[src/rtl/spi_sclk_gen.sv]
// rtl/spi_sclk_gen.sv - start-triggered SPI SCLK burst generator with sample/shift strobes
module spi_sclk_gen #(
    parameter int DIV_WIDTH = 16,
    parameter int CNT_WIDTH = 5
) (
    input  logic                 clk_i,
    input  logic                 rst_i,
    input  logic                 start_i,
    input  logic [DIV_WIDTH-1:0] div_half_i,
    input  logic                 cpol_i,
    input  logic                 cpha_i,
    input  logic [CNT_WIDTH-1:0] nbits_i,
    output logic                 sclk_o,
    output logic                 busy_o,
    output logic                 sample_stb_o,
    output logic                 shift_stb_o,
    output logic                 done_o
);

    localparam logic [1:0] S_IDLE = 2'd0;
    localparam logic [1:0] S_RUN  = 2'd1;
    localparam logic [1:0] S_TAIL = 2'd2;

    localparam logic [DIV_WIDTH-1:0] CNT_ONE  = {{(DIV_WIDTH-1){1'b0}}, 1'b1};
    localparam logic [CNT_WIDTH:0]   EDGE_ONE = {{CNT_WIDTH{1'b0}}, 1'b1};

    logic [1:0]           state_q, state_d;
    logic [DIV_WIDTH-1:0] cnt_q, cnt_d;
    logic [DIV_WIDTH-1:0] div_q, div_d;
    logic [CNT_WIDTH:0]   edge_q, edge_d;
    logic [CNT_WIDTH-1:0] n_q, n_d;
    logic                 cpol_q, cpol_d;
    logic                 cpha_q, cpha_d;
    logic                 sclk_q, sclk_d;
    logic                 sample_q, sample_d;
    logic                 shift_q, shift_d;
    logic                 done_q, done_d;

    logic [CNT_WIDTH:0]   edge_nx;
    logic [CNT_WIDTH:0]   two_n;

    assign edge_nx = edge_q + EDGE_ONE;
    assign two_n   = {n_q, 1'b0};

    always_comb begin
        state_d  = state_q;
        cnt_d    = cnt_q;
        div_d    = div_q;
        edge_d   = edge_q;
        n_d      = n_q;
        cpol_d   = cpol_q;
        cpha_d   = cpha_q;
        sclk_d   = sclk_q;
        sample_d = 1'b0;
        shift_d  = 1'b0;
        done_d   = 1'b0;
        case (state_q)
            S_IDLE: begin
                sclk_d = cpol_i;
                if (start_i && (nbits_i != '0)) begin
                    div_d   = div_half_i;
                    cpol_d  = cpol_i;
                    cpha_d  = cpha_i;
                    n_d     = nbits_i;
                    cnt_d   = '0;
                    edge_d  = '0;
                    state_d = S_RUN;
                end
            end
            S_RUN: begin
                if (cnt_q == div_q) begin
                    cnt_d  = '0;
                    sclk_d = ~sclk_q;
                    edge_d = edge_nx;
                    // Odd edge count = leading edge, even = trailing edge.
                    if (edge_nx[0]) begin
                        sample_d = ~cpha_q;
                        shift_d  = cpha_q;
                    end else begin
                        sample_d = cpha_q;
                        shift_d  = ~cpha_q && (edge_nx != two_n);
                    end
                    if (edge_nx == two_n) begin
                        state_d = S_TAIL;
                    end
                end else begin
                    cnt_d = cnt_q + CNT_ONE;
                end
            end
            S_TAIL: begin
                sclk_d = cpol_q;
                if (cnt_q == div_q) begin
                    cnt_d   = '0;
                    edge_d  = '0;
                    done_d  = 1'b1;
                    state_d = S_IDLE;
                end else begin
                    cnt_d = cnt_q + CNT_ONE;
                end
            end
            default: begin
                state_d = S_IDLE;
            end
        endcase
    end

    always_ff @(posedge clk_i) begin
        if (rst_i) begin
            state_q  <= S_IDLE;
            cnt_q    <= '0;
            div_q    <= '0;
            edge_q   <= '0;
            n_q      <= '0;
            cpol_q   <= 1'b0;
            cpha_q   <= 1'b0;
            sclk_q   <= 1'b0;
            sample_q <= 1'b0;
            shift_q  <= 1'b0;
            done_q   <= 1'b0;
        end else begin
            state_q  <= state_d;
            cnt_q    <= cnt_d;
            div_q    <= div_d;
            edge_q   <= edge_d;
            n_q      <= n_d;
            cpol_q   <= cpol_d;
            cpha_q   <= cpha_d;
            sclk_q   <= sclk_d;
            sample_q <= sample_d;
            shift_q  <= shift_d;
            done_q   <= done_d;
        end
    end

    assign sclk_o       = sclk_q;
    assign busy_o       = (state_q != S_IDLE);
    assign sample_stb_o = sample_q;
    assign shift_stb_o  = shift_q;
    assign done_o       = done_q;

endmodule

[config.mk]
export PLATFORM = sky130hd
export DESIGN_NAME = spi_sclk_gen
export DESIGN_NICKNAME = d
export VERILOG_FILES = /design/src/rtl/spi_sclk_gen.sv
export SDC_FILE = /design/constraint.sdc
export NUM_CORES = 1
export LEC_CHECK = 0
export BUFFER_PORTS_ARGS = -buffer_cell sky130_fd_sc_hd__buf_4
export CAP_MARGIN = 15
export CORE_MARGIN = 2
export CORE_UTILIZATION = 45
export CTS_CLUSTER_SIZE = 40
export DETAILED_ROUTE_END_ITERATION = 6
export RECOVER_POWER = 50
export SETUP_SLACK_MARGIN = 0.1
export SYNTH_ARGS = -nofsm -noshare
export SYNTH_HDL_FRONTEND = slang
export SYNTH_SLANG_ARGS = --single-unit
[constraint.sdc]
create_clock -name clk_i -period 2.2 [get_ports clk_i]
set_input_delay 0.11 -clock clk_i [delete_from_list [all_inputs] [get_ports clk_i]]
set_output_delay 0.11 -clock clk_i [all_outputs]
set_load 0.05 [all_outputs]
# Word level (Yosys, flattened, before mapping)
# Cells that the tools add are included.
# totals
regBits	51
inputBits	26
elab_cells	59
# op_classes
add_sub_neg	2
eq_ne	9
n_mux	17
bitwise_logic	5
reduce_logical	15
# ops
operator	count
$mux W16	2
$pmux W16 S2	1
$mux W6	3
$pmux W6 S3	1
$add A16 B1 Y16 const B	1
$eq A16 B16 Y1	1
$mux W2	4
$ne A2 B2 Y1 const B	4
$reduce_and A4 Y1	2
$add A6 B1 Y6 const B	1
$eq A6 B6 Y1	1
$ne A6 B6 Y1	1
$pmux W2 S3	1
$reduce_and A2 Y1	3
$not A1 Y1	5
$reduce_bool A5 Y1	1
$mux W1	4
$reduce_bool A2 Y1	2
$reduce_or A2 Y1	2
$pmux W1 S3	1
$reduce_bool A3 Y1	1
$reduce_or A3 Y1	1
$eq A2 B1 Y1 const B	1
$eq A2 B2 Y1 const B	1
other kinds (2)	3

# Depth between registers and ports, before layout
# logic_depth
word_depth	5
mapped_depth	9
mapped_depth_nobuf	8

# Worst setup path after synthesis
# No wires, ideal clock.
# synth_path
kind	flip-flop to flip-flop
from	register state_q[0]
to	register edge_q[3]
t_arrival_ns	1.712
required_ns	2.076
path_slack_ns	0.364
path_stages_with_launch	8
n_path_buf	0
cell_sequence	dfxtp_1 -> inv_1 -> ha_1 -> inv_1 -> or3_1 -> o311a_1 -> o21ai_1 -> o31ai_1
# synth_between
elab_chain_len	3
# synth_rtl
element	line_no	text
start, declared	27	logic [1:0] state_q, state_d;
start signal, assigned	121	state_q <= state_d;
$eq A2 B1 Y1, or another cell as far along	57	case (state_q)
$ne A2 B2 Y1 (no source line) or $reduce_bool A3 Y1 (tied branches)	--	
$reduce_and A4 Y1 (no source line)	--	
end signal, assigned	124	edge_q <= edge_d;
end, declared	30	logic [CNT_WIDTH:0] edge_q, edge_d;
# Parallel ways exist; a longest one is shown, timed or not.
# A chain may end at the register's enable or synchronous reset.

# Worst setup path after layout
# layout_path
from	register cnt_q[11]
to	register sclk_q, in the netlist sclk_o
# layout_between
elab_chain_len	3
# layout_rtl
element	line_no	text
start, declared	28	logic [DIV_WIDTH-1:0] cnt_q, cnt_d;
start signal, assigned	122	cnt_q <= cnt_d;
$eq A16 B16 Y1	71	if (cnt_q == div_q) begin
$ne A2 B2 Y1 (no source line)	--	
$reduce_and A2 Y1 (no source line)	--	
end signal, assigned	128	sclk_q <= sclk_d;
end, declared	34	logic sclk_q, sclk_d;
# Every way passes these cells.

==> run summary <==
In the synthesized netlist the dominant register cell turns out to be dfxtp_1. Initial antenna violation count: 0. The minimum clock period after layout was 1.97 ns; the number of I/O pins was 31. The worst setup slack after placement is 0.140 ns, and the worst setup slack after layout is 0.231 ns.

TritonCTS built the clock tree. Path depth of the worst reg2reg path: 7. The post-synthesis mux area share was 0.00796; the total negative slack was 0 ns.

The run gives 0 as the number of inserted diodes. Clock latency on the worst-skew pair, taken at its later pin, is 0.30 ns. STA classifies the critical path startpoint as a flip-flop. The async set-or-reset flop fraction in the synthesized netlist is 0. The main combinational cell family by area after synthesis was simple AND/OR/NAND/NOR gates. After detailed routing, the total wire length is 5.58 mm. In this run, the number of DRC markers left after iteration 0 of detailed routing was 65.

The die height is 78.8 um. The type of the setup path with the least slack was reg -> reg. The layout net count is 369. The adder-cell share of the synthesized area is 0.0249. The logs give 0.463 for the initial cell density of the core and 1020 um^2 for the area of all sequential standard cells.

Each instance of the synthesized netlist takes up on average 8.30 um^2. The tools report the capturing instance or port of the critical path as sclk_o$_SDFFE_PP0P_. The first global-routing pass estimated 9.43 mm of wire.

Clock tree synthesis found a total of 51 sinks. Synthesis inferred 51 register bits. The share of the clock period used by the worst path was 0.895; the detailed-route via count was 2162. The worst hold path belongs to the class in -> reg.

The total standard cell area after synthesis was 2520 um^2; the power density normalized to cell area was 804 nW/um^2. Launching instance or port of the critical path: cnt_q[11]$_SDFFE_PP0P_. The xor and xnor area share after synthesis was 0.115; the leakage power of the design was 1.22 nW.

Along the worst path, the maximum fanout reaches 5. The most common cell in the synthesized netlist was nand2_1. The tools report the H-tree depth reported by CTS as 2. Summing all non-filler instances in the final layout gives an area of 2960 um^2. Clock-pin slew was measured on the worst setup and hold paths at 0.09 ns.

Setup repair after global routing left no endpoint under its margin. The peak ir drop on the vdd network is 0.367 mV. In the routed design, unresolved DRC markers number 0. The core region area was 5440 um^2; the share of post-route cells with drive strength above 1 was 0.177.

The worst register-to-register path ends at sclk_o$_SDFFE_PP0P_. Counting the buffers created by CTS gives 5. The width of the chip works out to 78.8 um.

The fraction of synthesized cell area taken by the top area cell type was 0.406. The run finished with clean final reports. The post-detailed-route count of antenna-violating nets came out at 0. The root buffer cell chosen for the clock tree is clkbuf_8.

At the end of routability-driven placement, the weighted congestion stood at 0.853. The routed length per instance was 13.6 um. The die covers 6210 um^2. Final count of hold timing violations: 0.

Sum of net half-perimeters after detailed placement: 3.99 mm. The logs give 411 for the final cell count without fillers and 0.0464 ns for the worst hold margin. The post-synthesis net count was 334.

The fill cell instance count of the final layout is 564. The overflow left after global routing was 0. Ranked by total cell area, the synthesized netlist is headed by dfxtp_1 (41%), nand2_1 (8.8%), xor2_1 (7.7%). The synthesis warning total is 0. Synthesis handed over a netlist of 303 instances. Counting flops with a built-in enable in the synthesized netlist gives 0. The count of buffers added on input and output ports is 30. Simple-gate portion of the synthesized area: 0.259.

The tools report the maximum clock frequency as 508 MHz. For this run, the detailed router's first-pass iteration total came to 4. Sorting the synthesized cells by how often they occur yields nand2_1 (59), dfxtp_1 (51), a21oi_1 (27), nor2_1 (25), xor2_1 (22).

Counting distinct cell types in the post-synthesis netlist gives 56. The startpoint identified for the worst register-to-register timing path is cnt_q[11]$_SDFFE_PP0P_. The final worst clock skew is 0.00525 ns.

Once placement finished, the instance area stood at 2810 um^2. The setup check on the worst reg-to-reg path leaves a slack of 0.23 ns. For the final number of max-transition violations, the log shows 0. The largest total area in the synthesized netlist belongs to dfxtp_1. The data required time of the critical path was 2.39 ns; the relative slew slack was 0.602. In the final layout, the multi-input gates occupy 1430 um^2.

The via count of the first global-routing pass is 2021, and the transition time at the pin with the least slew margin is 0.599 ns. The worst setup path is captured at a flip-flop. The floorplan has 27 rows. From synthesis to final layout, the design area changed by 17.5%.

Setup violations remaining at the end of the flow were counted as 0. The tools report the pin count of the biggest net entering global routing as 35. The maximum number of buffers from clock root to sink came out at 2. The sequential element share of the synthesized area is 0.406, and the data arrival time of the worst path is 2.16 ns. The run gives 398 as the count of placed standard cells including taps.

In the routed layout, each cell is associated on average with a via count of 5.26. The global-route usage over all layers is 0.192. The number of cells on the worst hold path works out to 3. Max-cap violations in this run came to 0. The fraction of the mapped netlist area in compound gates is 0.155.
[cell families after synthesis]
logic type / count (synthesis)
AOI/OAI and AO/OA: 61
xor gates and xnor gates: 33
muxes: 2
buffers and inverters: 19
and+or+nand+nor: 132
DFF: 51
adders and majority gates: 5
[worst min path at each step]
stage,start,to,slack (ns)
after floorplan,cpol_i,cpol_q$_SDFFE_PP0P_,0.25
after global placement,div_half_i[9],div_q[9]$_SDFFE_PP0P_,0.36
after detailed placement,div_half_i[1],div_q[1]$_SDFFE_PP0P_,0.37
after CTS,cpha_i,cpha_q$_SDFFE_PP0P_,0.04
after global routing,cpha_i,cpha_q$_SDFFE_PP0P_,0.04
final,cpha_i,cpha_q$_SDFFE_PP0P_,0.05
[state kept, by name (all words and copies together), names as in the netlist]
name / flops
sample_stb_o: 1
sclk_o: 1
cpha_q: 1
state_q: 2
cnt_q: 16
n_q: 5
edge_q: 6
cpol_q: 1
shift_stb_o: 1
div_q: 16
done_o: 1
[per-stage QoR]
stage          power, W  utilization
2_1_floorplan   0.00152            -
3_3_place_gp    0.00169        0.516
3_5_place_dp    0.00169        0.516
4_1_cts         0.00237        0.538
5_1_grt         0.00252        0.543
6_report        0.00238        0.543
[timing repair]
action	in CTS	in global routing
endpoints found under the setup margin	0	12
resized for setup	0	6
hold buffers	0	0
hold endpoints to repair	0	0
setup buffers	0	4
[cells in the final DEF, fill, tap and decap left out, types with 3 or more instances in the layout]
| cell type | n |
|---|---|
| a21oi_1 | 27 |
| a31oi_1 | 3 |
| and3_1 | 3 |
| buf_4 | 33 |
| clkbuf_1 | 5 |
| clkbuf_8 | 6 |
| dfxtp_1 | 49 |
| ha_1 | 4 |
| inv_1 | 8 |
| nand2_1 | 59 |
| nand3_1 | 10 |
| nor2_1 | 25 |
| nor3_1 | 3 |
| nor4_2 | 3 |
| o21ai_0 | 5 |
| o21ai_1 | 7 |
| o31ai_1 | 4 |
| or3_1 | 3 |
| xnor2_1 | 11 |
| xor2_1 | 22 |
[layer usage]
layer / wire (um) / global-route usage
met4: 63 / 0.0579
met3: 146 / 0.0375
met1: 2640 / 0.238
met2: 2730 / 0.337
met5: 0 / 0
[power by group]
part / internal (W) / leakage (nW) / switching, W / total (W)
sequential: 0.000989 / 0.416 / 0.0000505 / 0.00104
combinational: 0.000258 / 0.745 / 0.000407 / 0.000665
clock: 0.000368 / 0.0612 / 0.000304 / 0.000672
[layout make-up]
type,instances,area share
Inverter,8,0.0102
Sequential cell,51,0.346
Clock buffer,6,0.0279
Tap cell,72,0.0305
Clock inverter,2,0.0119
Timing Repair Buffer,38,0.0902
Multi-Input combinational cell,234,0.483
[critical path, stage by stage, from the launching register on]
cell,delay (ns)
dfxtp_1,0.36
xor2_1,0.18
nor4_2,0.38
buf_4,0.18
nand4_1,0.19
a21oi_1,0.30
mux2i_1,0.21
nor2_1,0.05
Power figures use the tool's default switching activity.
